`src/rtl/lii_in_demux_wrapper.sv`:
```
// -----------------------------------------------------------------------------
// lii_in_demux_wrapper
// Routes beats from P LII physical input channels to NIN logical HLS input
// streams by their dst id. Each logical stream owns a small FIFO. When several
// channels target the same stream in one cycle, a per-stream round-robin
// pointer picks one. Beats whose dst does not map to a stream are consumed and
// counted. Also produces the kernel clock enable.
//
// Ports:
//   aclk, arstn    clock, asynchronous active-low reset
//   lii_in_tdata   P*PW  phy data, channel p at [p*PW +: PW]; low DW bits used
//   lii_in_tvalid  P     per-channel valid
//   lii_in_tready  P     per-channel ready (combinational from valid/dst)
//   lii_in_src     P*8   source id, reserved, not used for routing
//   lii_in_dst     P*8   destination id per channel
//   m_tdata        NIN*DW stream data, stream i at [i*DW +: DW]
//   m_tvalid       NIN   per-stream valid (registered)
//   m_tready       NIN   per-stream ready from the kernel
//   ce             1     kernel clock enable, low while any stream FIFO is full
//   drop_cnt       16    saturating count of dropped beats
// -----------------------------------------------------------------------------
module lii_in_demux_wrapper #(
  parameter int NIN      = 2,
  parameter int P        = 2,
  parameter int PW       = 128,
  parameter int DW       = 32,
  parameter int DEPTH    = 4,
  parameter int DST_BASE = 0
) (
  input  logic              aclk,
  input  logic              arstn,
  input  logic [P*PW-1:0]   lii_in_tdata,
  input  logic [P-1:0]      lii_in_tvalid,
  output logic [P-1:0]      lii_in_tready,
  input  logic [P*8-1:0]    lii_in_src,
  input  logic [P*8-1:0]    lii_in_dst,
  output logic [NIN*DW-1:0] m_tdata,
  output logic [NIN-1:0]    m_tvalid,
  input  logic [NIN-1:0]    m_tready,
  output logic              ce,
  output logic [15:0]       drop_cnt
);

  localparam int AW   = $clog2(DEPTH);
  localparam int CW   = AW + 1;
  localparam int PTRW = (P > 1) ? $clog2(P) : 1;
  localparam logic [7:0]      BASE_B  = 8'(DST_BASE);
  localparam logic [7:0]      NIN_B   = 8'(NIN);
  localparam logic [CW-1:0]   DEPTH_C = CW'(DEPTH);
  localparam logic [PTRW-1:0] LAST_CH = PTRW'(P - 1);

  // Cyclic channel index: candidate k positions after the round-robin pointer.
  function automatic logic [PTRW-1:0] rr_cand(input logic [PTRW-1:0] ptr, input int k);
    int j;
    j = int'(ptr) + k;
    if (j >= P) begin
      j = j - P;
    end else begin
      j = j;
    end
    return PTRW'(j);
  endfunction

  logic [7:0]      idx_s       [P];
  logic [DW-1:0]   ch_data_s   [P];
  logic [P-1:0]    drop_s;
  logic [P-1:0]    gnt_ch_s;
  logic [NIN-1:0]  push_s;
  logic [NIN-1:0]  pop_s;
  logic [NIN-1:0]  full_s;
  logic [PTRW-1:0] gnt_idx_s   [NIN];
  logic [PTRW-1:0] cand_s;
  logic [DW-1:0]   push_data_s [NIN];
  logic [CW-1:0]   count_nxt_s [NIN];
  logic [16:0]     drop_sum_s;
  logic [15:0]     drop_cnt_nxt_s;

  logic [DW-1:0]   mem_r       [NIN][DEPTH];
  logic [AW-1:0]   wr_ptr_r    [NIN];
  logic [AW-1:0]   rd_ptr_r    [NIN];
  logic [CW-1:0]   count_r     [NIN];
  logic [PTRW-1:0] rr_ptr_r    [NIN];
  logic [NIN-1:0]  m_tvalid_r;
  logic [15:0]     drop_cnt_r;

  // Source id and the unused upper phy bits are reserved; fold them away.
  logic unused_s;
  assign unused_s = ^{lii_in_src, lii_in_tdata};

  // Decode each channel's dst into a stream index; 8-bit wrap makes dst below
  // the base land far out of range, so it drops like any other bad id.
  always_comb begin
    for (int p = 0; p < P; p++) begin
      idx_s[p]     = lii_in_dst[p*8 +: 8] - BASE_B;
      ch_data_s[p] = lii_in_tdata[p*PW +: DW];
      drop_s[p]    = lii_in_tvalid[p] & (idx_s[p] >= NIN_B);
    end
  end

  // Per-stream round-robin grant; a full FIFO grants nobody, even if it pops
  // this cycle, so the push decision never depends on m_tready.
  always_comb begin
    push_s   = '0;
    gnt_ch_s = '0;
    cand_s   = '0;
    for (int i = 0; i < NIN; i++) begin
      gnt_idx_s[i]   = '0;
      push_data_s[i] = '0;
      full_s[i]      = (count_r[i] == DEPTH_C);
      for (int k = 0; k < P; k++) begin
        cand_s = rr_cand(rr_ptr_r[i], k);
        if (!full_s[i] && !push_s[i] && lii_in_tvalid[cand_s] && (idx_s[cand_s] == 8'(i))) begin
          push_s[i]        = 1'b1;
          gnt_idx_s[i]     = cand_s;
          gnt_ch_s[cand_s] = 1'b1;
          push_data_s[i]   = ch_data_s[cand_s];
        end else begin
          push_s[i] = push_s[i];
        end
      end
      pop_s[i]       = m_tvalid_r[i] & m_tready[i];
      count_nxt_s[i] = count_r[i] + CW'(push_s[i]) - CW'(pop_s[i]);
    end
  end

  // Saturating drop counter update; several channels may drop at once.
  always_comb begin
    drop_sum_s = {1'b0, drop_cnt_r};
    for (int p = 0; p < P; p++) begin
      drop_sum_s = drop_sum_s + {16'd0, drop_s[p]};
    end
    if (drop_sum_s[16]) begin
      drop_cnt_nxt_s = 16'hFFFF;
    end else begin
      drop_cnt_nxt_s = drop_sum_s[15:0];
    end
  end

  // FIFO pointers, occupancy, round-robin pointers, valid and drop counter.
  always_ff @(posedge aclk or negedge arstn) begin
    if (!arstn) begin
      for (int i = 0; i < NIN; i++) begin
        wr_ptr_r[i] <= '0;
        rd_ptr_r[i] <= '0;
        count_r[i]  <= '0;
        rr_ptr_r[i] <= '0;
      end
      m_tvalid_r <= '0;
      drop_cnt_r <= 16'd0;
    end else begin
      for (int i = 0; i < NIN; i++) begin
        if (push_s[i]) begin
          wr_ptr_r[i] <= wr_ptr_r[i] + AW'(1);
          rr_ptr_r[i] <= (gnt_idx_s[i] == LAST_CH) ? '0 : gnt_idx_s[i] + PTRW'(1);
        end else begin
          wr_ptr_r[i] <= wr_ptr_r[i];
          rr_ptr_r[i] <= rr_ptr_r[i];
        end
        if (pop_s[i]) begin
          rd_ptr_r[i] <= rd_ptr_r[i] + AW'(1);
        end else begin
          rd_ptr_r[i] <= rd_ptr_r[i];
        end
        count_r[i]    <= count_nxt_s[i];
        m_tvalid_r[i] <= (count_nxt_s[i] != '0);
      end
      drop_cnt_r <= drop_cnt_nxt_s;
    end
  end

  // FIFO storage; cleared on reset so m_tdata reads zero afterwards.
  always_ff @(posedge aclk or negedge arstn) begin
    if (!arstn) begin
      for (int i = 0; i < NIN; i++) begin
        for (int d = 0; d < DEPTH; d++) begin
          mem_r[i][d] <= '0;
        end
      end
    end else begin
      for (int i = 0; i < NIN; i++) begin
        if (push_s[i]) begin
          mem_r[i][wr_ptr_r[i]] <= push_data_s[i];
        end else begin
          mem_r[i][wr_ptr_r[i]] <= mem_r[i][wr_ptr_r[i]];
        end
      end
    end
  end

  for (genvar gi = 0; gi < NIN; gi++) begin : g_out
    assign m_tdata[gi*DW +: DW] = mem_r[gi][rd_ptr_r[gi]];
  end

  assign m_tvalid      = m_tvalid_r;
  assign drop_cnt      = drop_cnt_r;
  assign lii_in_tready = lii_in_tvalid & (drop_s | gnt_ch_s);
  assign ce            = ~(|full_s);

endmodule

```
`config.mk`:
```
export PLATFORM = sky130hd
export DESIGN_NAME = lii_in_demux_wrapper
export DESIGN_NICKNAME = d
export VERILOG_FILES = /design/src/rtl/lii_in_demux_wrapper.sv
export SDC_FILE = /design/constraint.sdc
export NUM_CORES = 1
export LEC_CHECK = 0
export ABC_AREA = 1
export CAP_MARGIN = 40
export CELL_PAD_IN_SITES_DETAIL_PLACEMENT = 1
export CELL_PAD_IN_SITES_GLOBAL_PLACEMENT = 1
export CORE_MARGIN = 2
export CORE_UTILIZATION = 25
export CTS_CLUSTER_DIAMETER = 80
export CTS_CLUSTER_SIZE = 8
export DETAILED_ROUTE_END_ITERATION = 16
export PLACE_DENSITY_LB_ADDON = 0.1
export RECOVER_POWER = 25
export SYNTH_ARGS = -nofsm -noshare
export SYNTH_HDL_FRONTEND = slang
export SYNTH_SLANG_ARGS = --single-unit
```
`constraint.sdc`:
```
create_clock -name aclk -period 5.7 [get_ports aclk]
set_input_delay 1.14 -clock aclk [delete_from_list [all_inputs] [get_ports aclk]]
set_output_delay 1.14 -clock aclk [all_outputs]
set_load 0.02 [all_outputs]
```
==> results.md <==
- First-pass detailed-route iteration total: 5
- Post-CTS Setup Inserts: 0
- Via-per-instance ratio: 5.43
- Critical Path Fanout Max: 7
- Met3 Track Usage GR: 2.73%
- Hold Buf Count CTS: 0
- Max-cap viol count: 1
- Max Transition Viols Final: 107
- FP Rows: 104
- First-pass GRT wire length: 149 mm
- Synth top area share: 35.5%
- Critical Path RT: 4.56 ns
- Largest cells by area after synthesis: dfrtp_1, nand2_1, nand4_1
- Critical Path Source Type: primary input
- Failing checks: capacitance limit, slew limit
- Ys Warns: 0
- Count of state elements after synthesis: 290
- WL per Instance: 23.4 um
- Commonest register cell after synthesis: dfrtp_1
- Top-count cell post-synth: nand2_1
- Die width: 290 um
- Period minus WS final: 4.55 ns
- Pwr/cell area: 546 mW/mm2
- Fillcell total: 9890
- Critical Path End Type: output pin
- Initial DRC count: 1409
- CP max stage delay: 0.60 ns
- CTS H-tree depth: 2
- # resized after CTS: 0
- Grt met2 use: 38.2%
- Run status: complete, but fails checks
- Io pins: 379
- Setup CP Type: primary input to output pin
- I/O Buffers: 170
- DP Area: 0.0231 mm2
- Gr usage total: 22.8%
- Worst-Margin Slew: 3.09 ns
- Critical-path cell list: clkdlybuf4s50_1, inv_1, nand2_1, o21ai_0, nor2_4, nand2_4, inv_1, nor2_1, a21oi_1, nand4_1, clkdlybuf4s50_1
- Peak Freq: 220 MHz
- Worst skew pair latency: 0.58 ns
- Final Hold Vio Count: 0
- Initial antenna violation count: 2
- Residual DRC: 0
- Layout area overhead: 19.1%
- Die Y: 290 um
- Total global routing overflow: 0
- Setup violations, final: 0
- Num CTS Buffers: 45
- Async SR Flop Fraction: 100%
- Seq/Total Area, Yosys: 35.5%
- Initial core utilization: 25.3%
- Core area: 0.0808 mm2
- Gr busiest metal: met2
- Clock Root Buffer: clkbuf_16
- Nets: 3389
- RSZ-0062 raised after global routing: false
- Gpl congestion: 0.838
- Die area: 0.0841 mm2
- Clock Skew: 0.0214 ns
- Worst min path class: flop to flop
- Routed vias: 22591
- Share of layout cells above drive strength 1: 5.26%
- Largest net degree at the start of global routing: 163
- Final worst path period share: 79.8%
- Clk slew on worst S/H paths: 0.05 ns
- Post-synthesis cell area: 0.0204 mm2
- Syn_nets: 3378
- CTS tree: yes
- DRT Wirelength: 97.5 mm
- CTS max path bufs: 3
- Antenna-violating nets left: 0
- Mean area per synthesized cell: 6.66 um2
- Static Leak: 11.4 nW
- Fin area: 0.0244 mm2
- WP data arrival: 3.41 ns
- Yosys top cell by area: dfrtp_1
- Number of synthesized flops with an enable pin: 0
- Post-synth top cells: nand2_1, nand4_1, nand3_1
- Setup tns final: 0 ns
- Cells after Synth: 3068
- Distinct cells, synth: 31
- Number of global-route vias before repair: 23433
- Max-slew headroom: -106%
- Post-DP HPWL: 60.6 mm
- Worst VDD drop: 0.507 mV
- Met1 usage: 31.2%
- Slowest CP cell: clkdlybuf4s50_1
- Clock Sinks: 290
-- power by group --
| group | switching (W) | internal, W |
|---|---|---|
| Clock | 0.00106 | 0.00156 |
| Sequential | 0.000791 | 0.00303 |
| Combinational | 0.00436 | 0.00250 |
| Total | 0.00621 | 0.00708 |
-- cell usage in the layout (no fill, tap or decap), drive strengths merged --
cell type	count
a211oi	1
a21boi	2
a21oi	36
and2	2
buf	52
bufinv	1
clkbuf	60
clkdlybuf4s50	167
clkinv	6
clkinvlp	1
dfrtp	290
diode	2
dlygate4sd3	1
fa	3
ha	13
inv	281
nand2	654
nand3	339
nand3b	33
nand4	385
nor2	316
nor3	6
o211ai	1
o21ai	300
o22ai	128
or2	3
or3	2
xnor2	3
xor2	11
-- worst paths after layout --
check                                 startpoint                endpoint  slack (ns)  cells after the start
max reg2reg                 count_r[1]$_DFF_PN0_   m_tvalid[1]$_DFF_PN0_        2.19                     11
min reg2reg                mem_r[71]$_DFFE_PN0P_   mem_r[71]$_DFFE_PN0P_        0.50                      2
min                        mem_r[71]$_DFFE_PN0P_   mem_r[71]$_DFFE_PN0P_        0.50                      2
min in group asynchronous                  arstn   mem_r[60]$_DFFE_PN0P_        0.54                      1
max                             lii_in_tvalid[1]        lii_in_tready[1]        1.15                     11
max in group asynchronous                  arstn  mem_r[233]$_DFFE_PN0P_        1.70                      2
-- state kept, by name, indices dropped and copies added, names as in the netlist, named ones only --
register / count
count_r: 6
drop_cnt: 16
m_tvalid: 2
mem_r: 256
rd_ptr_r: 4
wr_ptr_r: 4
-- logic make-up (layout without fill, tap and decap cells) --
family,Yosys count,in the layout,synth area share [%]
xor gates and xnor gates,14,14,0.600
AOI/OAI and AO/OA,468,468,12.4
adders and majority gates,16,16,1.09
other,0,2,0
DFF,290,290,35.5
buffers and inverters,540,569,10.7
and+or+nand+nor,1740,1740,39.7
-- per-layer routing --
layer  part of all wire [%]  vias to the layer above  wire length, um
met5                      0                        -                0
met4                    2.2                        0             2110
met3                    4.2                      137             4110
met2                     47                      521            46000
met1                     46                    11381            45300
li1                       -                    10552                -
-- cell type report --
cell class                      count  area (um2)  share of cell area, %
Clock buffer                       58        1250                   5.12
Antenna cell                        2        5.00                 0.0206
Inverter                          282        1060                   4.35
Tap cell                         1060        1330                   5.45
Sequential cell                   290        7270                   29.9
Timing Repair Buffer              222        2300                   9.46
Clock inverter                      7        66.3                  0.272
Multi-Input combinational cell   2238       11100                   45.5
-- stage by stage --
step	utilization, %	cells	setup slack (ns)	power [W]	hold WS (ns)
final	30.1	4159	1.15	0.0133	0.498
after global routing	30.1	4159	0.978	0.0143	0.516
after CTS	30.2	4157	1.10	0.0134	0.501
after detailed placement	28.5	4092	0.880	0.0107	0.486
after global placement	28.2	4079	0.948	0.0104	0.483
after floorplan	-	3068	2.05	0.00769	0.461
-- critical path: cells and delay by family --
kind / cells / cell delay, ns
compound gates: 2 / 0.35
buf+inv: 4 / 1.34
simple gates: 5 / 0.58
Note: power is estimated with default switching activity, not from simulation.
